===== config.mk =====
export PLATFORM = sky130hd
export DESIGN_NAME = td4_core
export DESIGN_NICKNAME = d
export VERILOG_FILES = /design/src/rtl/td4_pkg.sv /design/src/rtl/td4_alu.sv /design/src/rtl/td4_core.sv
export SDC_FILE = /design/constraint.sdc
export NUM_CORES = 1
export LEC_CHECK = 0
export CAP_MARGIN = 20
export CELL_PAD_IN_SITES_DETAIL_PLACEMENT = 0
export CELL_PAD_IN_SITES_GLOBAL_PLACEMENT = 1
export CORE_UTILIZATION = 33
export DETAILED_ROUTE_END_ITERATION = 10
export DONT_BUFFER_PORTS = 1
export MAX_ROUTING_LAYER = met4
export PLACE_DENSITY_LB_ADDON = 0.1
export REMOVE_ABC_BUFFERS = 1
export SLEW_MARGIN = 15
export SYNTH_ARGS = -nofsm -noshare
export SYNTH_HDL_FRONTEND = slang
export SYNTH_SLANG_ARGS = --single-unit

===== constraint.sdc =====
create_clock -name clk -period 1.9 [get_ports clk]
set_input_delay 0.38 -clock clk [delete_from_list [all_inputs] [get_ports clk]]
set_output_delay 0.38 -clock clk [all_outputs]
set_load 0.02 [all_outputs]

===== src/rtl/td4_pkg.sv =====
// ---------------------------------------------------------------------------
// td4_pkg
// Shared definitions for the TD4 4-bit CPU core.
//   - DATA_W / INSTR_W : register and instruction word widths
//   - data_t / instr_t : convenience types for those widths
//   - OP_*             : 4-bit opcodes found in instruction bits [7:4]
// ---------------------------------------------------------------------------
package td4_pkg;

  localparam int DATA_W  = 4;
  localparam int INSTR_W = 8;

  typedef logic [DATA_W-1:0]  data_t;
  typedef logic [INSTR_W-1:0] instr_t;

  localparam logic [3:0] OP_ADD_A  = 4'b0000;  // A <= A + imm
  localparam logic [3:0] OP_MOV_AB = 4'b0001;  // A <= B
  localparam logic [3:0] OP_IN_A   = 4'b0010;  // A <= synchronized input
  localparam logic [3:0] OP_MOV_AI = 4'b0011;  // A <= imm
  localparam logic [3:0] OP_MOV_BA = 4'b0100;  // B <= A
  localparam logic [3:0] OP_ADD_B  = 4'b0101;  // B <= B + imm
  localparam logic [3:0] OP_IN_B   = 4'b0110;  // B <= synchronized input
  localparam logic [3:0] OP_MOV_BI = 4'b0111;  // B <= imm
  localparam logic [3:0] OP_OUT_B  = 4'b1001;  // OUT <= B
  localparam logic [3:0] OP_OUT_I  = 4'b1011;  // OUT <= imm
  localparam logic [3:0] OP_JNC    = 4'b1110;  // PC <= imm when carry is clear
  localparam logic [3:0] OP_JMP    = 4'b1111;  // PC <= imm

endpackage


===== src/rtl/td4_alu.sv =====
// ---------------------------------------------------------------------------
// td4_alu
// Purely combinational 4-bit adder used by the ADD instructions.
//   a, b : operands (register value and immediate)
//   sum  : low 4 bits of a + b (wraps mod 16)
//   cout : carry out of bit 3
// ---------------------------------------------------------------------------
module td4_alu
  import td4_pkg::*;
(
  input  logic [DATA_W-1:0] a,
  input  logic [DATA_W-1:0] b,
  output logic [DATA_W-1:0] sum,
  output logic              cout
);

  assign {cout, sum} = {1'b0, a} + {1'b0, b};

endmodule


===== src/rtl/td4_core.sv =====
// ---------------------------------------------------------------------------
// td4_core
// Execution core of the TD4 4-bit CPU: registers A, B, OUT, PC and carry,
// one instruction executed per tick. Ticks come from a prescaler in run mode
// or from the rising edge of step in single-step mode.
//
// Ports:
//   clk      : system clock
//   rst      : asynchronous active-low reset
//   run      : 1 = free-run via prescaler, 0 = single-step
//   step     : single-step request, rising edge gives one tick when run=0
//   in_port  : switch input, asynchronous to clk (2-flop synchronized)
//   rom_data : instruction word, [7:4] opcode, [3:0] immediate
//   rom_addr : instruction address (PC), combinational from the register
//   out_port : OUT register
//   exec     : one-clock pulse in the cycle after an instruction commits
//
// Optional build macro TD4_DEBUG_EN adds register taps dbg_a, dbg_b and
// dbg_carry. Core behaviour does not depend on it.
// ---------------------------------------------------------------------------
module td4_core
  import td4_pkg::*;
#(
  parameter int STEP_DIV = 1
) (
  input  logic               clk,
  input  logic               rst,
  input  logic               run,
  input  logic               step,
  input  logic [DATA_W-1:0]  in_port,
  input  logic [INSTR_W-1:0] rom_data,
  output logic [DATA_W-1:0]  rom_addr,
  output logic [DATA_W-1:0]  out_port,
  output logic               exec
`ifdef TD4_DEBUG_EN
  ,
  output logic [DATA_W-1:0]  dbg_a,
  output logic [DATA_W-1:0]  dbg_b,
  output logic               dbg_carry
`endif
);

  // Prescaler counter is at least one bit wide even when STEP_DIV is 1.
  localparam int CNT_W = (STEP_DIV > 1) ? $clog2(STEP_DIV) : 1;
  localparam logic [CNT_W-1:0] CNT_LAST = CNT_W'(STEP_DIV - 1);

  data_t            a_reg, b_reg, out_reg, pc_reg;
  logic             carry_reg;
  logic [CNT_W-1:0] cnt_reg, cnt_next;
  logic             step_d_reg;
  data_t            sync1_reg, sync2_reg;
  logic             exec_reg;

  data_t            a_next, b_next, out_next, pc_next;
  logic             carry_next;
  logic             tick;

  logic [3:0]       opcode;
  data_t            imm;
  data_t            alu_a, alu_sum;
  logic             alu_cout;

  assign opcode = rom_data[7:4];
  assign imm    = rom_data[3:0];

  // Tick source. In step mode the counter is parked at 0 so that a later
  // switch to run mode sees a full STEP_DIV period before its first tick.
  always_comb begin
    cnt_next = '0;
    tick     = 1'b0;
    if (run) begin
      tick     = (cnt_reg == CNT_LAST);
      cnt_next = tick ? '0 : cnt_reg + CNT_W'(1);
    end else begin
      tick     = step & ~step_d_reg;
    end
  end

  // Only ADD B uses B as the adder operand; every other case feeds A, and
  // the adder result is only consumed by the two ADD opcodes.
  assign alu_a = (opcode == OP_ADD_B) ? b_reg : a_reg;

  td4_alu u_alu (
    .a    (alu_a),
    .b    (imm),
    .sum  (alu_sum),
    .cout (alu_cout)
  );

  // Next architectural state, applied only on tick. Carry defaults to 0 so
  // that every non-ADD instruction (NOP included) clears it.
  always_comb begin
    a_next     = a_reg;
    b_next     = b_reg;
    out_next   = out_reg;
    pc_next    = pc_reg + DATA_W'(1);
    carry_next = 1'b0;
    unique case (opcode)
      OP_ADD_A: begin
        a_next     = alu_sum;
        carry_next = alu_cout;
      end
      OP_MOV_AB: a_next = b_reg;
      OP_IN_A:   a_next = sync2_reg;
      OP_MOV_AI: a_next = imm;
      OP_MOV_BA: b_next = a_reg;
      OP_ADD_B: begin
        b_next     = alu_sum;
        carry_next = alu_cout;
      end
      OP_IN_B:   b_next   = sync2_reg;
      OP_MOV_BI: b_next   = imm;
      OP_OUT_B:  out_next = b_reg;
      OP_OUT_I:  out_next = imm;
      // JNC tests the carry left by the previous instruction.
      OP_JNC:    if (!carry_reg) pc_next = imm;
      OP_JMP:    pc_next = imm;
      default:   ;
    endcase
  end

  always_ff @(posedge clk or negedge rst) begin
    if (!rst) begin
      a_reg      <= '0;
      b_reg      <= '0;
      out_reg    <= '0;
      pc_reg     <= '0;
      carry_reg  <= 1'b0;
      cnt_reg    <= '0;
      step_d_reg <= 1'b0;
      sync1_reg  <= '0;
      sync2_reg  <= '0;
      exec_reg   <= 1'b0;
    end else begin
      cnt_reg    <= cnt_next;
      step_d_reg <= step;
      sync1_reg  <= in_port;
      sync2_reg  <= sync1_reg;
      exec_reg   <= tick;
      if (tick) begin
        a_reg     <= a_next;
        b_reg     <= b_next;
        out_reg   <= out_next;
        pc_reg    <= pc_next;
        carry_reg <= carry_next;
      end
    end
  end

  assign rom_addr = pc_reg;
  assign out_port = out_reg;
  assign exec     = exec_reg;

`ifdef TD4_DEBUG_EN
  assign dbg_a     = a_reg;
  assign dbg_b     = b_reg;
  assign dbg_carry = carry_reg;
`endif

endmodule


### Word level (Yosys, flattened, before mapping)

Index checks and enable logic that the tools add are counted.

| operators by class | value |
|---|---|
| bitwise gates (word level) | 3 |
| reductions and logical operators | 8 |
| multiplexer cells | 10 |
| equal/unequal tests | 11 |
| add/sub/neg operators | 3 |
| shift operators | 0 |
| $mul | 0 |
| div/mod/pow operators | 0 |
| magnitude comparators | 0 |

Operators with widths:

| kind | number |
|---|---|
| one-hot mux 4 bit (4 select lines) | 2 |
| equality test 4 x 3 -> 1 bit (second input constant) | 4 |
| equality test 4 bit (second input constant) | 4 |
| one-hot mux 4 bit (2 select lines) | 2 |
| equality test 4 x 2 -> 1 bit (second input constant) | 2 |
| 2-to-1 mux 4 bit | 2 |
| nonzero test 4 bit | 2 |
| AND reduction 2 bit | 3 |
| adder 4 x 4 -> 5 bit | 1 |
| adder 4 x 1 -> 4 bit (second input constant) | 1 |
| equality test 4 x 1 -> 1 bit (second input constant) | 1 |
| zero test 4 bit | 1 |
| 2-to-1 mux 1 bit | 4 |
| inverter 1 bit | 2 |
| nonzero test 2 bit | 1 |
| OR reduction 2 bit | 1 |
| adder 1 bit (second input constant) | 1 |
| bitwise AND 1 bit | 1 |

| storage, ports and cells | value |
|---|---|
| memories | 0 |
| bits in latches | 0 |
| bits in registers | 28 |
| ROM bits | 0 |
| output and inout port bits | 9 |
| word-level logic and storage cells | 45 |
| memory bits (writable) | 0 |

### Logic depth before layout (Yosys ltp)

Gate-level depths: netlist (run 1).

| logic depth | value |
|---|---|
| word-level depth | 4 |
| gate-level depth with buffers | 11 |
| depth with buffers taken out | 10 |

### By module

Synthesis (run 1) repeated with hierarchy kept, for this count alone.

| unflattened totals | value |
|---|---|
| cell total of the unflattened synthesis | 129 |
| area total of the unflattened synthesis | 1492.7 µm² |

By module, submodules not included:

| module | cells an instance | instances | area an instance (µm²) | sequential area each (µm²) |
|---|---|---|---|---|
| td4_core | 113 | 1 | 1356.3 | 675.6 |
| td4_alu | 16 | 1 | 136.4 | 0.0 |

### Worst setup path before layout (run 1)

Ideal clock, no wire load.

| path | value |
|---|---|
| path kind | input-to-reg |
| from | input rom_data[4] |
| to | register b_reg[2] |
| library setup time | 125 ps |
| required time | 1775 ps |
| path slack | -678 ps |
| stages on the path | 10 |
| buffers on the path | 2 |
| arrival | 2453 ps |
| cell sequence | buf_2 -> and3b_1 -> buf_2 -> mux2_2 -> ha_1 -> inv_1 -> fa_1 -> xnor2_1 -> mux4_2 -> mux2_2 |

| between the ends | value |
|---|---|
| cells in the longest elaborated chain, start to end | 4 |
| elaborated cells between the ends (all ways) | 9 |
| classes of those cells | add/sub: 1; eq/ne: 4; mux: 2; reduce/logical: 2 |

RTL lines:

| what | line | RTL |
|---|---|---|
| start: declaration | td4_core.sv:31 | `input logic [INSTR_W-1:0] rom_data,` |
| equality test 4 x 3 -> 1 bit | td4_core.sv:81, td4_core.sv:98 |  |
| 2-to-1 mux 4 bit | td4_core.sv:81 | `assign alu_a = (opcode == OP_ADD_B) ? b_reg : a_reg;` |
| adder 4 x 4 -> 5 bit | td4_alu.sv:17 | `assign {cout, sum} = {1'b0, a} + {1'b0, b};` |
| one-hot mux 4 bit (4 select lines) | td4_core.sv:98 | `unique case (opcode)` |
| end signal: assignment | td4_core.sv:142 | `b_reg <= b_next;` |
| end: declaration | td4_core.sv:47 | `data_t a_reg, b_reg, out_reg, pc_reg;` |

Parallel ways exist; a longest one is shown, timed or not.
A chain may end at the register's enable or synchronous reset.

### Final worst setup path (run 1)

| path | value |
|---|---|
| from | input rom_data[6] |
| to | register b_reg[1] |

The elaborated chain is that of the path after synthesis.

==> metrics.txt, run 1 <==
# TYPE chip_impl_metric gauge
chip_impl_metric{name="postRouteAntennaNets",unit=""} 0
chip_impl_metric{name="post-synth-top-area-fraction",unit="%"} 46.6
chip_impl_metric{name="maximum_number_of_pins_on_one_net_before_global_route_repair",unit=""} 28
chip_impl_info{name="synthMostInstantiatedCell",value="sky130_fd_sc_hd__dfrtp_1"} 1
chip_impl_info{name="synth_top_area_cells",value="sky130_fd_sc_hd__dfrtp_1, sky130_fd_sc_hd__mux2_2, sky130_fd_sc_hd__mux2i_1"} 1
chip_impl_metric{name="clkTransAtPathRegs",unit="ns"} 0.10
chip_impl_metric{name="asyncSetResetFlopFracSynth",unit="%"} 100
chip_impl_info{name="crit_chain",value="nor2b_4 > and3b_2 > mux2_4 > ha_4 > inv_2 > fa_2 > inv_2 > mux4_2 > mux2_4"} 1
chip_impl_info{name="synth_ff_type",value="sky130_fd_sc_hd__dfrtp_1"} 1
chip_impl_metric{name="fin_total_pwr",unit="mW"} 2.04
chip_impl_metric{name="postCtsSetupRepairBufs",unit=""} 0
chip_impl_metric{name="placed_cell_area",unit="sq um"} 1550
chip_impl_info{name="post_synth_most_frequent_cells",value="sky130_fd_sc_hd__dfrtp_1, sky130_fd_sc_hd__mux2_2, sky130_fd_sc_hd__a21oi_1, sky130_fd_sc_hd__inv_1, sky130_fd_sc_hd__nand2_1"} 1
chip_impl_metric{name="timing.critical_path.slowest_cell_delay",unit="ns"} 0.52
chip_impl_metric{name="cell_internal_pwr",unit="mW"} 1.34
chip_impl_metric{name="grt_usage",unit="%"} 15.8
chip_impl_metric{name="cts.sinks",unit=""} 27
chip_impl_metric{name="synth-seq-cells",unit=""} 27
chip_impl_metric{name="worst_skew_pair.late_latency",unit="ns"} 0.28
chip_impl_metric{name="timing.max_cap.violations",unit=""} 0
chip_impl_metric{name="std_cell_rows",unit=""} 23
chip_impl_info{name="whs_endpoint",value="sync1_reg[1]$_DFF_PN0_"} 1
chip_impl_info{name="cts_root_buf",value="sky130_fd_sc_hd__clkbuf_8"} 1
chip_impl_info{name="outcome",value="finished, violations left"} 1
chip_impl_info{name="r2r_start",value="a_reg[0]$_DFFE_PN0P_"} 1
chip_impl_metric{name="synth-warning-count",unit=""} 0
chip_impl_metric{name="finalHoldViolCount",unit=""} 0
chip_impl_info{name="cts_tree",value="yes"} 1
chip_impl_metric{name="layout_area_growth_over_synthesis",unit="%"} 17.0
chip_impl_metric{name="critPathArrivalTime",unit="ns"} 2.34
chip_impl_metric{name="floorplan.die.width",unit="microns"} 68.3
chip_impl_metric{name="power_switching",unit="mW"} 0.702
chip_impl_metric{name="power_frac_clock",unit="%"} 17.4
chip_impl_metric{name="wire_length_of_the_first_global_routing_pass",unit="microns"} 5000
chip_impl_metric{name="wl_per_cell",unit="microns"} 16.4
chip_impl_metric{name="postSynthAreaPerCell",unit="sq um"} 11.2
chip_impl_metric{name="worst_clock_skew",unit="ns"} 0.00172
chip_impl_metric{name="synth_enable_flop_cells",unit=""} 0
chip_impl_info{name="worstHoldStart",value="in_port[1]"} 1
chip_impl_metric{name="design.die.area",unit="sq um"} 4660
chip_impl_metric{name="power.leakage",unit="nW"} 0.734
chip_impl_metric{name="hold-path-cell-count",unit=""} 0
chip_impl_metric{name="timing_worst_slew_pin_value",unit="ns"} 0.573
chip_impl_metric{name="globalplace.congestion",unit=""} 0.874
chip_impl_metric{name="final_ws_setup",unit="ns"} -0.261
chip_impl_metric{name="ir_drop",unit="uV"} 578
chip_impl_metric{name="fmax",unit="GHz"} 0.463
chip_impl_metric{name="worst-r2r-cell-count",unit=""} 7
chip_impl_metric{name="netlist_instances",unit=""} 129
chip_impl_metric{name="final_cell_area",unit="sq um"} 1700
chip_impl_metric{name="dp_hpwl",unit="microns"} 2270
chip_impl_metric{name="synth.yosys.seq_area_share",unit="%"} 46.6
chip_impl_metric{name="crit_required",unit="ns"} 2.08
chip_impl_metric{name="route.vias.total",unit=""} 994
chip_impl_metric{name="power.share.combinational",unit="%"} 38.1
chip_impl_metric{name="dr.first_iter.drc_count",unit=""} 29
chip_impl_metric{name="ios",unit=""} 25
chip_impl_info{name="setup.worst_path.class",value="in -> reg"} 1
chip_impl_metric{name="power_frac_seq",unit="%"} 44.5
chip_impl_metric{name="min_period_over_period",unit="%"} 114
chip_impl_metric{name="netlist-cell-type-count",unit=""} 37
chip_impl_metric{name="met2WireLength",unit="microns"} 1530
chip_impl_metric{name="power.switching_fraction",unit="%"} 34.4
chip_impl_metric{name="clockBufferDepth",unit=""} 2
chip_impl_metric{name="core_area",unit="sq um"} 4120
chip_impl_info{name="hold_path.class",value="in -> reg"} 1
chip_impl_metric{name="drc",unit=""} 0
chip_impl_metric{name="antenna_found_initial",unit=""} 0
chip_impl_metric{name="die_height",unit="microns"} 68.3
chip_impl_metric{name="nNetsFinal",unit=""} 162
chip_impl_metric{name="layout-drive-gt1-share",unit="%"} 30.9
chip_impl_metric{name="timing_max_transition_violations_final",unit=""} 0
chip_impl_metric{name="min_period",unit="ns"} 2.16
chip_impl_info{name="dr.max_layer_used",value="met4"} 1
chip_impl_info{name="synthDominantAreaCellType",value="sky130_fd_sc_hd__dfrtp_1"} 1
chip_impl_metric{name="setup-violations-final",unit=""} 6
chip_impl_info{name="failed_checks",value="setup timing"} 1
chip_impl_metric{name="final.setup.tns",unit="ns"} -0.773
chip_impl_info{name="critPathCaptureType",value="register"} 1
chip_impl_metric{name="h-tree-depth",unit=""} 1
chip_impl_info{name="worstSetupStartpointType",value="input port"} 1
chip_impl_metric{name="via_count_of_the_first_global_routing_pass",unit=""} 1025
chip_impl_info{name="timing.rr.end",value="b_reg[1]$_DFFE_PN0P_"} 1
chip_impl_metric{name="final_wl",unit="microns"} 3090
chip_impl_metric{name="dp_slack",unit="ns"} -0.621
chip_impl_metric{name="headroom_to_the_max_slew_limit",unit="%"} 61.5
chip_impl_metric{name="drt_first_pass_iters",unit=""} 4
chip_impl_metric{name="syn_area",unit="sq um"} 1450
chip_impl_info{name="unrepaired_setup_endpoints_after_global_routing",value="yes"} 1
chip_impl_metric{name="antenna_cells_inserted",unit=""} 0
chip_impl_metric{name="viasPerCell",unit=""} 5.26
chip_impl_metric{name="final.fill_count",unit=""} 400
chip_impl_info{name="worst_path_dominant_cell_family",value="multiplexers"} 1
chip_impl_metric{name="reg2reg_setup_slack",unit="ns"} -0.17
chip_impl_metric{name="wl_met3",unit="microns"} 147
chip_impl_metric{name="gr-total-overflow",unit=""} 0
chip_impl_metric{name="timing.critical_path.fanout_max",unit=""} 6
chip_impl_info{name="worst_path_max_delay_cell",value="sky130_fd_sc_hd__fa_2"} 1
chip_impl_metric{name="floorplan.initialDensity",unit="%"} 35.2
chip_impl_metric{name="detail_route.wirelength.met1",unit="microns"} 1400
chip_impl_metric{name="timing.critical_path.buf_inv",unit=""} 2
chip_impl_metric{name="post_layout_instance_count_excluding_filler_cells",unit=""} 189
chip_impl_metric{name="dp_cells",unit=""} 183
chip_impl_metric{name="numCtsBuffers",unit=""} 3
chip_impl_metric{name="place.port_buffers",unit=""} 0
chip_impl_metric{name="power-per-cell-area",unit="nW/um^2"} 1200
-- routing by layer --
layer / global-route usage [%] / vias up
met5: - / -
met4: 2.34 / 0
met3: 4.17 / 2
met2: 24.9 / 21
met1: 20.7 / 485
li1: - / 486
-- metrics by stage --
stage               hold WS (ns)  utilization, %
finish                     0.115            41.2
global route              0.0847            41.2
CTS                        0.104            41.0
detailed placement        0.0852            37.6
global placement          0.0850            37.6
floorplan                 0.0844               -
-- cell families (layout without fill, tap and decap cells) --
kind of cell    Yosys count  count (layout)  synth area share [%]
compound gates           28              28                  13.6
xor+xnor                  2               2                  1.21
fa+ha+maj                 6               6                  5.70
buf+inv                  14              24                  4.40
flops                    27              27                  46.6
mux                      21              21                  18.0
simple gates             31              31                  10.5
-- cell type report --
| type | instances | area, sq um | share of cell area (%) |
|---|---|---|---|
| Inverter | 9 | 33.8 | 1.99 |
| Clock inverter | 1 | 8.76 | 0.517 |
| Clock buffer | 3 | 41.3 | 2.44 |
| Multi-Input combinational cell | 88 | 772 | 45.5 |
| Tap cell | 50 | 62.6 | 3.69 |
| Sequential cell | 27 | 676 | 39.9 |
| Timing Repair Buffer | 11 | 101 | 5.98 |
-- layout by cell type, fill, tap and decap left out, drive strengths merged, types with 3 or more instances in the layout --
cell type / instances
nand2: 9
inv: 10
o21ai: 5
mux2i: 8
nor2: 8
clkbuf: 3
dfrtp: 27
ha: 5
mux2: 10
nor3: 4
mux4: 3
a21oi: 9
buf: 10
nor2b: 3
-- worst max path at each step --
| stage | startpoint | endpoint | cells past startpoint |
|---|---|---|---|
| after floorplan | rom_data[6] | b_reg[2]$_DFFE_PN0P_ | 9 |
| after global placement | rom_data[6] | b_reg[2]$_DFFE_PN0P_ | 9 |
| after detailed placement | rom_data[6] | b_reg[2]$_DFFE_PN0P_ | 9 |
| after CTS | rom_data[6] | b_reg[1]$_DFFE_PN0P_ | 9 |
| after global routing | rom_data[6] | b_reg[1]$_DFFE_PN0P_ | 9 |
| final | rom_data[6] | b_reg[1]$_DFFE_PN0P_ | 9 |
-- power groups by stage --
stage	registers (mW)	clock network (mW)	logic, mW
after global placement	0.919	0	0.647
after CTS	0.911	0.371	0.755
after floorplan	0.888	0	0.467
after detailed placement	0.919	0	0.656
final	0.907	0.355	0.777
after global routing	0.934	0.398	0.862
-- what timing repair did --
action,4_1_cts,5_1_grt
resized for setup,17,1
pin swaps,3,1
hold buffers,2,0
endpoints found under the setup margin,6,6
hold endpoints to repair,27,0
-- worst register-to-register path, stage by stage, from the launching register on --
cell,delay (ns)
sky130_fd_sc_hd__dfrtp_1,0.37
sky130_fd_sc_hd__mux2_4,0.16
sky130_fd_sc_hd__ha_4,0.13
sky130_fd_sc_hd__inv_2,0.04
sky130_fd_sc_hd__fa_2,0.52
sky130_fd_sc_hd__inv_2,0.04
sky130_fd_sc_hd__mux4_2,0.44
sky130_fd_sc_hd__mux2_4,0.27
No activity file was read; power rests on OpenSTA's default activity.
==> run 2, diff against run 1 <==
--- a/config.mk
+++ b/config.mk
@@ -8,13 +8,14 @@
 export CAP_MARGIN = 20
 export CELL_PAD_IN_SITES_DETAIL_PLACEMENT = 0
 export CELL_PAD_IN_SITES_GLOBAL_PLACEMENT = 1
+export CORE_MARGIN = 3
 export CORE_UTILIZATION = 33
 export DETAILED_ROUTE_END_ITERATION = 10
 export DONT_BUFFER_PORTS = 1
 export MAX_ROUTING_LAYER = met4
 export PLACE_DENSITY_LB_ADDON = 0.1
 export REMOVE_ABC_BUFFERS = 1
-export SLEW_MARGIN = 15
+export SLEW_MARGIN = 10
 export SYNTH_ARGS = -nofsm -noshare
 export SYNTH_HDL_FRONTEND = slang
 export SYNTH_SLANG_ARGS = --single-unit
==> run 2 against run 1 <==
The run still ends with setup timing left. Sequential cell count unchanged. Clock power is 6.2% lower. Sequential power is 1% higher. Count of clock-buffer cells in the layout unchanged. Global-route usage fell by 1.9 points. Via count is 2.2% higher. Final cell count rose by 1.1%. Combinational power grew 3.2%. Sequential share of layout area is 0.61 points lower. Clock skew increased by 0.0087 ns. Largest cell class unchanged. Highest routed layer unchanged.
==> metrics.txt, run 2 (synthesized netlist as in run 1, its figures left out) <==
# TYPE chip_impl_metric gauge
chip_impl_info{name="outcome",value="finished, violations left"} 1
chip_impl_info{name="failed_checks",value="setup timing"} 1
chip_impl_metric{name="power.leakage",unit="nW"} 0.751
chip_impl_metric{name="dp_hpwl",unit="microns"} 2330
chip_impl_metric{name="route.vias.total",unit=""} 1016
chip_impl_metric{name="floorplan.initialDensity",unit="%"} 35.2
chip_impl_metric{name="placed_cell_area",unit="sq um"} 1550
chip_impl_metric{name="post_layout_instance_count_excluding_filler_cells",unit=""} 191
chip_impl_metric{name="finalHoldViolCount",unit=""} 0
chip_impl_metric{name="worst_hold_slack",unit="ns"} 0.116
chip_impl_metric{name="antenna_found_initial",unit=""} 0
chip_impl_metric{name="floorplan.die.width",unit="microns"} 72.3
chip_impl_metric{name="nNetsFinal",unit=""} 164
chip_impl_metric{name="die_height",unit="microns"} 72.3
chip_impl_info{name="setup.worst_path.class",value="in -> reg"} 1
chip_impl_metric{name="place.port_buffers",unit=""} 0
chip_impl_metric{name="setup-violations-final",unit=""} 6
chip_impl_metric{name="maximum_number_of_pins_on_one_net_before_global_route_repair",unit=""} 28
chip_impl_metric{name="fin_total_pwr",unit="mW"} 2.05
chip_impl_metric{name="std_cell_rows",unit=""} 23
chip_impl_metric{name="clkTransAtPathRegs",unit="ns"} 0.10
chip_impl_metric{name="grt_usage",unit="%"} 13.9
chip_impl_info{name="cts_tree",value="yes"} 1
chip_impl_metric{name="wl_per_cell",unit="microns"} 17.3
chip_impl_metric{name="drt_first_pass_iters",unit=""} 4
chip_impl_info{name="unrepaired_setup_endpoints_after_global_routing",value="yes"} 1
chip_impl_info{name="worstSetupStartpointType",value="input port"} 1
chip_impl_metric{name="globalplace.congestion",unit=""} 0.780
chip_impl_metric{name="postRouteAntennaNets",unit=""} 0
chip_impl_metric{name="ios",unit=""} 25
chip_impl_info{name="crit_chain",value="nor2b_4 > and3b_2 > buf_6 > mux2_4 > inv_4 > fa_2 > inv_2 > mux4_2 > mux2_4"} 1
chip_impl_metric{name="antenna_cells_inserted",unit=""} 0
chip_impl_metric{name="core_area",unit="sq um"} 4120
chip_impl_metric{name="dp_cells",unit=""} 183
chip_impl_metric{name="worst_clock_skew",unit="ns"} 0.0104
chip_impl_metric{name="final_cell_area",unit="sq um"} 1720
chip_impl_metric{name="critPathArrivalTime",unit="ns"} 2.34
chip_impl_metric{name="layout-drive-gt1-share",unit="%"} 31.2
chip_impl_metric{name="layout_area_growth_over_synthesis",unit="%"} 18.8
chip_impl_metric{name="headroom_to_the_max_slew_limit",unit="%"} 53.8
chip_impl_metric{name="dr.first_iter.drc_count",unit=""} 46
chip_impl_info{name="cts_root_buf",value="sky130_fd_sc_hd__clkbuf_8"} 1
chip_impl_info{name="most_common_cell_on_crit_path",value="sky130_fd_sc_hd__mux2_4"} 1
chip_impl_metric{name="dp_slack",unit="ns"} -0.630
chip_impl_metric{name="gr-total-overflow",unit=""} 0
chip_impl_metric{name="timing_max_transition_violations_final",unit=""} 0
chip_impl_metric{name="timing.max_cap.violations",unit=""} 0
chip_impl_metric{name="fmax",unit="GHz"} 0.460
chip_impl_metric{name="clockBufferDepth",unit=""} 2
chip_impl_metric{name="final.setup.tns",unit="ns"} -1.01
chip_impl_metric{name="min_period",unit="ns"} 2.18
chip_impl_metric{name="cts.sinks",unit=""} 27
chip_impl_metric{name="viasPerCell",unit=""} 5.32
chip_impl_metric{name="design.die.area",unit="sq um"} 5220
chip_impl_metric{name="final_ws_setup",unit="ns"} -0.275
chip_impl_info{name="worst_path_max_delay_cell",value="sky130_fd_sc_hd__fa_2"} 1
chip_impl_metric{name="final_util",unit="%"} 41.8
chip_impl_metric{name="ir_drop",unit="uV"} 554
chip_impl_metric{name="timing.critical_path.slowest_cell_delay",unit="ns"} 0.53
chip_impl_metric{name="via_count_of_the_first_global_routing_pass",unit=""} 1095
chip_impl_metric{name="min_period_over_period",unit="%"} 114
chip_impl_metric{name="wire_length_of_the_first_global_routing_pass",unit="microns"} 5370
chip_impl_info{name="critPathCaptureType",value="register"} 1
chip_impl_metric{name="h-tree-depth",unit=""} 1
chip_impl_metric{name="crit_required",unit="ns"} 2.06
chip_impl_metric{name="numCtsBuffers",unit=""} 3
chip_impl_info{name="leading_cell_type_in_the_layout_fill_and_taps_excluded",value="sky130_fd_sc_hd__dfrtp_1"} 1
chip_impl_metric{name="worst_skew_pair.late_latency",unit="ns"} 0.28
chip_impl_info{name="hold_path.class",value="in -> reg"} 1
chip_impl_metric{name="power-per-cell-area",unit="nW/um^2"} 1190
chip_impl_metric{name="timing_worst_slew_pin_value",unit="ns"} 0.687
chip_impl_metric{name="drc",unit=""} 0
chip_impl_info{name="layout.cells.most_common_list",value="sky130_fd_sc_hd__dfrtp_1, sky130_fd_sc_hd__nand2_1, sky130_fd_sc_hd__buf_4"} 1
chip_impl_metric{name="final_wl",unit="microns"} 3300
chip_impl_metric{name="timing.critical_path.fanout_max",unit=""} 6
## run 2: cell count changes in the layout (fill, tap and decap cells not counted), sizes merged
cell	previous run	this run
buf	10	12
clkinv	0	1
inv	10	9
## run 2: per-layer routing
layer / routed length [microns] / track usage [%] / vias up
met3: 155 / 3.32 / 2
met2: 1600 / 22.4 / 22
met5: 0 / - / -
li1: - / - / 484
met4: 27 / 3.55 / 0
met1: 1520 / 17.6 / 508
## run 2: critical path, delay by kind of cell
| kind | cells | cell delay, ns |
|---|---|---|
| muxes | 3 | 0.92 |
| and+or+nand+nor | 2 | 0.31 |
| adders and majority gates | 1 | 0.53 |
| buffers and inverters | 3 | 0.19 |
## run 2: timing repair
action | CTS | global route
setup buffers | 0 | 2
endpoints found under the hold margin | 27 | 0
endpoints found under the setup margin | 6 | 6
hold buffers | 2 | 0
gates resized for setup | 16 | 6
pin swaps | 5 | 3
## run 2: worst paths after layout
check	slack (ns)	cells past startpoint	end	start
setup / recovery	-0.28	9	b_reg[1]$_DFFE_PN0P_	rom_data[6]
setup reg to reg	-0.17	7	b_reg[1]$_DFFE_PN0P_	a_reg[0]$_DFFE_PN0P_
min in group asynchronous	0.55	2	a_reg[2]$_DFFE_PN0P_	rst
max in group asynchronous	1.19	2	sync1_reg[1]$_DFF_PN0_	rst
hold reg to reg	0.36	0	sync2_reg[2]$_DFF_PN0_	sync1_reg[2]$_DFF_PN0_
hold / removal	0.12	0	sync1_reg[2]$_DFF_PN0_	in_port[2]
## run 2: cell type report
cell class              count  area (sq um)
well taps                  50          62.6
clock buffers               3          41.3
clock inverters             1          5.00
fillers                   407          2390
inverters                   9          36.3
repair buffers             13           120
multi-input cells          88           781
flip-flops and latches     27           676
## run 2: power breakdown
group	total [mW]	internal, mW	switching (mW)
combinational	0.802	0.481	0.321
sequential	0.917	0.718	0.198
clock	0.333	0.147	0.186
total	2.05	1.35	0.705
==> run 3, diff against run 2 <==
==> constraint.sdc (replaced) <==
create_clock -name clk -period 2.5 [get_ports clk]
set_input_delay 0.5 -clock clk [delete_from_list [all_inputs] [get_ports clk]]
set_output_delay 0.5 -clock clk [all_outputs]
set_load 0.02 [all_outputs]
==> run 3 against run 2 <==
The run now ends clean. Setup slack better by 0.39 ns. Final cell count down 3.7%. Non-clock buffer count down 7. Sequential power down 24%. Sequential cell count unchanged. Power down 32%. Utilization down 3.3 points.
==> metrics.txt, run 3 (synthesized netlist as in run 1, its figures left out) <==
# TYPE chip_impl_metric gauge
chip_impl_info{name="outcome",value="finished clean"} 1
chip_impl_metric{name="min_period_over_period",unit="%"} 95.3
chip_impl_metric{name="drc",unit=""} 0
chip_impl_metric{name="grt_usage",unit="%"} 13.3
chip_impl_metric{name="floorplan.die.width",unit="microns"} 72.3
chip_impl_metric{name="wire_length_of_the_first_global_routing_pass",unit="microns"} 5130
chip_impl_metric{name="ios",unit=""} 25
chip_impl_metric{name="viasPerCell",unit=""} 5.34
chip_impl_metric{name="std_cell_rows",unit=""} 23
chip_impl_metric{name="worst_clock_skew",unit="ns"} 0.00283
chip_impl_info{name="unrepaired_setup_endpoints_after_global_routing",value="no"} 1
chip_impl_info{name="worstSetupStartpointType",value="input port"} 1
chip_impl_metric{name="fin_total_pwr",unit="mW"} 1.40
chip_impl_metric{name="area.sequential",unit="sq um"} 676
chip_impl_metric{name="globalplace.congestion",unit=""} 0.748
chip_impl_metric{name="postCtsSetupRepairBufs",unit=""} 0
chip_impl_metric{name="finalHoldViolCount",unit=""} 0
chip_impl_metric{name="nNetsFinal",unit=""} 157
chip_impl_metric{name="power.leakage",unit="nW"} 0.689
chip_impl_metric{name="dr.first_iter.drc_count",unit=""} 29
chip_impl_metric{name="h-tree-depth",unit=""} 1
chip_impl_info{name="cts_tree",value="yes"} 1
chip_impl_metric{name="drt_first_pass_iters",unit=""} 4
chip_impl_metric{name="headroom_to_the_max_slew_limit",unit="%"} 61.2
chip_impl_metric{name="critPathArrivalTime",unit="ns"} 2.55
chip_impl_metric{name="design.die.area",unit="sq um"} 5220
chip_impl_info{name="r2r_start",value="a_reg[0]$_DFFE_PN0P_"} 1
chip_impl_metric{name="dp_cells",unit=""} 179
chip_impl_info{name="leading_cell_type_in_the_layout_fill_and_taps_excluded",value="sky130_fd_sc_hd__dfrtp_1"} 1
chip_impl_metric{name="worst_skew_pair.late_latency",unit="ns"} 0.27
chip_impl_metric{name="setup-violations-final",unit=""} 0
chip_impl_info{name="worst_path_max_delay_cell",value="sky130_fd_sc_hd__mux4_2"} 1
chip_impl_metric{name="via_count_of_the_first_global_routing_pass",unit=""} 1023
chip_impl_info{name="timing.rr.end",value="b_reg[2]$_DFFE_PN0P_"} 1
chip_impl_metric{name="numCtsBuffers",unit=""} 3
chip_impl_info{name="layout.cells.most_common_list",value="sky130_fd_sc_hd__dfrtp_1, sky130_fd_sc_hd__mux2_2, sky130_fd_sc_hd__inv_1, sky130_fd_sc_hd__nand2_1, sky130_fd_sc_hd__a21oi_1"} 1
chip_impl_metric{name="core_area",unit="sq um"} 4120
chip_impl_info{name="hold_path.class",value="in -> async"} 1
chip_impl_metric{name="timing.critical_path.fanout_max",unit=""} 6
chip_impl_metric{name="final_wl",unit="microns"} 3080
chip_impl_info{name="setup.worst_path.class",value="in -> reg"} 1
chip_impl_metric{name="final_cell_area",unit="sq um"} 1590
chip_impl_metric{name="ir_drop",unit="uV"} 404
chip_impl_metric{name="power-per-cell-area",unit="nW/um^2"} 886
chip_impl_metric{name="die_height",unit="microns"} 72.3
chip_impl_metric{name="timing.critical_path.slowest_cell_delay",unit="ns"} 0.46
chip_impl_metric{name="multi_input_comb_area",unit="sq um"} 709
chip_impl_metric{name="worst-r2r-cell-count",unit=""} 7
chip_impl_metric{name="post_layout_instance_count_excluding_filler_cells",unit=""} 184
chip_impl_metric{name="clockBufferDepth",unit=""} 2
chip_impl_metric{name="timing_max_transition_violations_final",unit=""} 0
chip_impl_metric{name="timing.max_cap.violations",unit=""} 0
chip_impl_metric{name="antenna_found_initial",unit=""} 0
chip_impl_metric{name="layout_area_growth_over_synthesis",unit="%"} 9.41
chip_impl_metric{name="antenna_cells_inserted",unit=""} 0
chip_impl_metric{name="maximum_number_of_pins_on_one_net_before_global_route_repair",unit=""} 28
chip_impl_info{name="crit_chain",value="nor2b_1 > and3b_1 > buf_4 > mux2_2 > inv_1 > fa_1 > xnor2_1 > mux4_2 > mux2_2"} 1
chip_impl_metric{name="final_ws_setup",unit="ns"} 0.117
chip_impl_metric{name="ctsResizeCount",unit=""} 0
chip_impl_metric{name="dp_hpwl",unit="microns"} 2290
chip_impl_metric{name="wl_per_cell",unit="microns"} 16.7
chip_impl_info{name="cts_root_buf",value="sky130_fd_sc_hd__clkbuf_8"} 1
chip_impl_info{name="critPathCaptureType",value="register"} 1
chip_impl_metric{name="final.fill_count",unit=""} 418
chip_impl_metric{name="reg2reg_setup_slack",unit="ns"} 0.34
chip_impl_metric{name="gr-total-overflow",unit=""} 0
chip_impl_metric{name="layout-drive-gt1-share",unit="%"} 20.9
chip_impl_metric{name="placed_cell_area",unit="sq um"} 1520
chip_impl_metric{name="min_period",unit="ns"} 2.38
chip_impl_metric{name="place.port_buffers",unit=""} 0
chip_impl_metric{name="dp_slack",unit="ns"} -0.175
chip_impl_metric{name="clkTransAtPathRegs",unit="ns"} 0.09
chip_impl_info{name="most_common_cell_on_crit_path",value="sky130_fd_sc_hd__mux2_2"} 1
chip_impl_metric{name="floorplan.initialDensity",unit="%"} 35.2
chip_impl_metric{name="cts.sinks",unit=""} 27
chip_impl_metric{name="postRouteAntennaNets",unit=""} 0
chip_impl_info{name="startpoint",value="rom_data[6]"} 1
chip_impl_metric{name="crit_required",unit="ns"} 2.66
chip_impl_metric{name="route.vias.total",unit=""} 983
chip_impl_metric{name="timing_worst_slew_pin_value",unit="ns"} 0.581
chip_impl_metric{name="fmax",unit="GHz"} 0.420
[run 3: changes by cell type in the layout (fill, tap and decap cells not counted), moves of 2 or more]
cell | previous run | this run
sky130_fd_sc_hd__mux2_2 | 5 | 10
sky130_fd_sc_hd__mux2_4 | 5 | 0
sky130_fd_sc_hd__inv_2 | 2 | 0
sky130_fd_sc_hd__ha_1 | 3 | 5
sky130_fd_sc_hd__ha_4 | 2 | 0
sky130_fd_sc_hd__a21oi_2 | 2 | 0
sky130_fd_sc_hd__inv_1 | 6 | 9
sky130_fd_sc_hd__a21oi_1 | 7 | 9
sky130_fd_sc_hd__buf_6 | 2 | 0
sky130_fd_sc_hd__buf_4 | 9 | 5
[run 3: metal layers]
layer | track usage, % | vias to the layer above | part of all wire, %
li1 | - | 468 | -
met1 | 17.0 | 483 | 45
met3 | 3.88 | 4 | 5.3
met4 | 4.38 | 0 | 1.4
met5 | - | - | 0
met2 | 20.2 | 28 | 48
[run 3: worst max path at each step]
| stage | end | slack, ns | cells after the start |
|---|---|---|---|
| finish | b_reg[2]$_DFFE_PN0P_ | 0.12 | 9 |
| global route | b_reg[2]$_DFFE_PN0P_ | 0.08 | 9 |
| CTS | b_reg[2]$_DFFE_PN0P_ | 0.13 | 9 |
| detailed placement | b_reg[2]$_DFFE_PN0P_ | -0.17 | 9 |
| global placement | b_reg[2]$_DFFE_PN0P_ | -0.12 | 9 |
| floorplan | b_reg[2]$_DFFE_PN0P_ | -0.09 | 9 |
[run 3: critical path, delay by kind of cell]
| family | cells | cell delay (ns) |
|---|---|---|
| buffers and inverters | 2 | 0.20 |
| adders and majority gates | 1 | 0.43 |
| xor gates and xnor gates | 1 | 0.17 |
| muxes | 3 | 0.96 |
| and+or+nand+nor | 2 | 0.29 |
[run 3: what timing repair did]
action / 4_1_cts / 5_1_grt
hold buffers: 1 / 0
endpoints found under the setup margin: 0 / 0
endpoints found under the hold margin: 27 / 0
[run 3: final cells by class]
cell class / count / share of cell area [%]
clock buffer: 3 / 2.60
timing repair buffer: 6 / 3.63
multi-input combinational: 88 / 44.8
sequential: 27 / 42.6
tap: 50 / 3.95
clock inverter: 1 / 0.316
inverter: 9 / 2.13
[run 3: power breakdown]
group          total (mW)  switching (mW)  internal (mW)
logic               0.464           0.200          0.265
clock network       0.243           0.132          0.112
registers           0.697           0.151          0.546
[run 3: metrics by stage]
stage          hold WS, ns  setup TNS [ns]  utilization [%]
5_1_grt             0.0164               0             38.5
2_1_floorplan        0.204          -0.150                -
4_1_cts             0.0351               0             38.5
3_5_place_dp         0.205          -0.357             36.9
3_3_place_gp         0.205          -0.226             36.9
6_report            0.0319               0             38.5
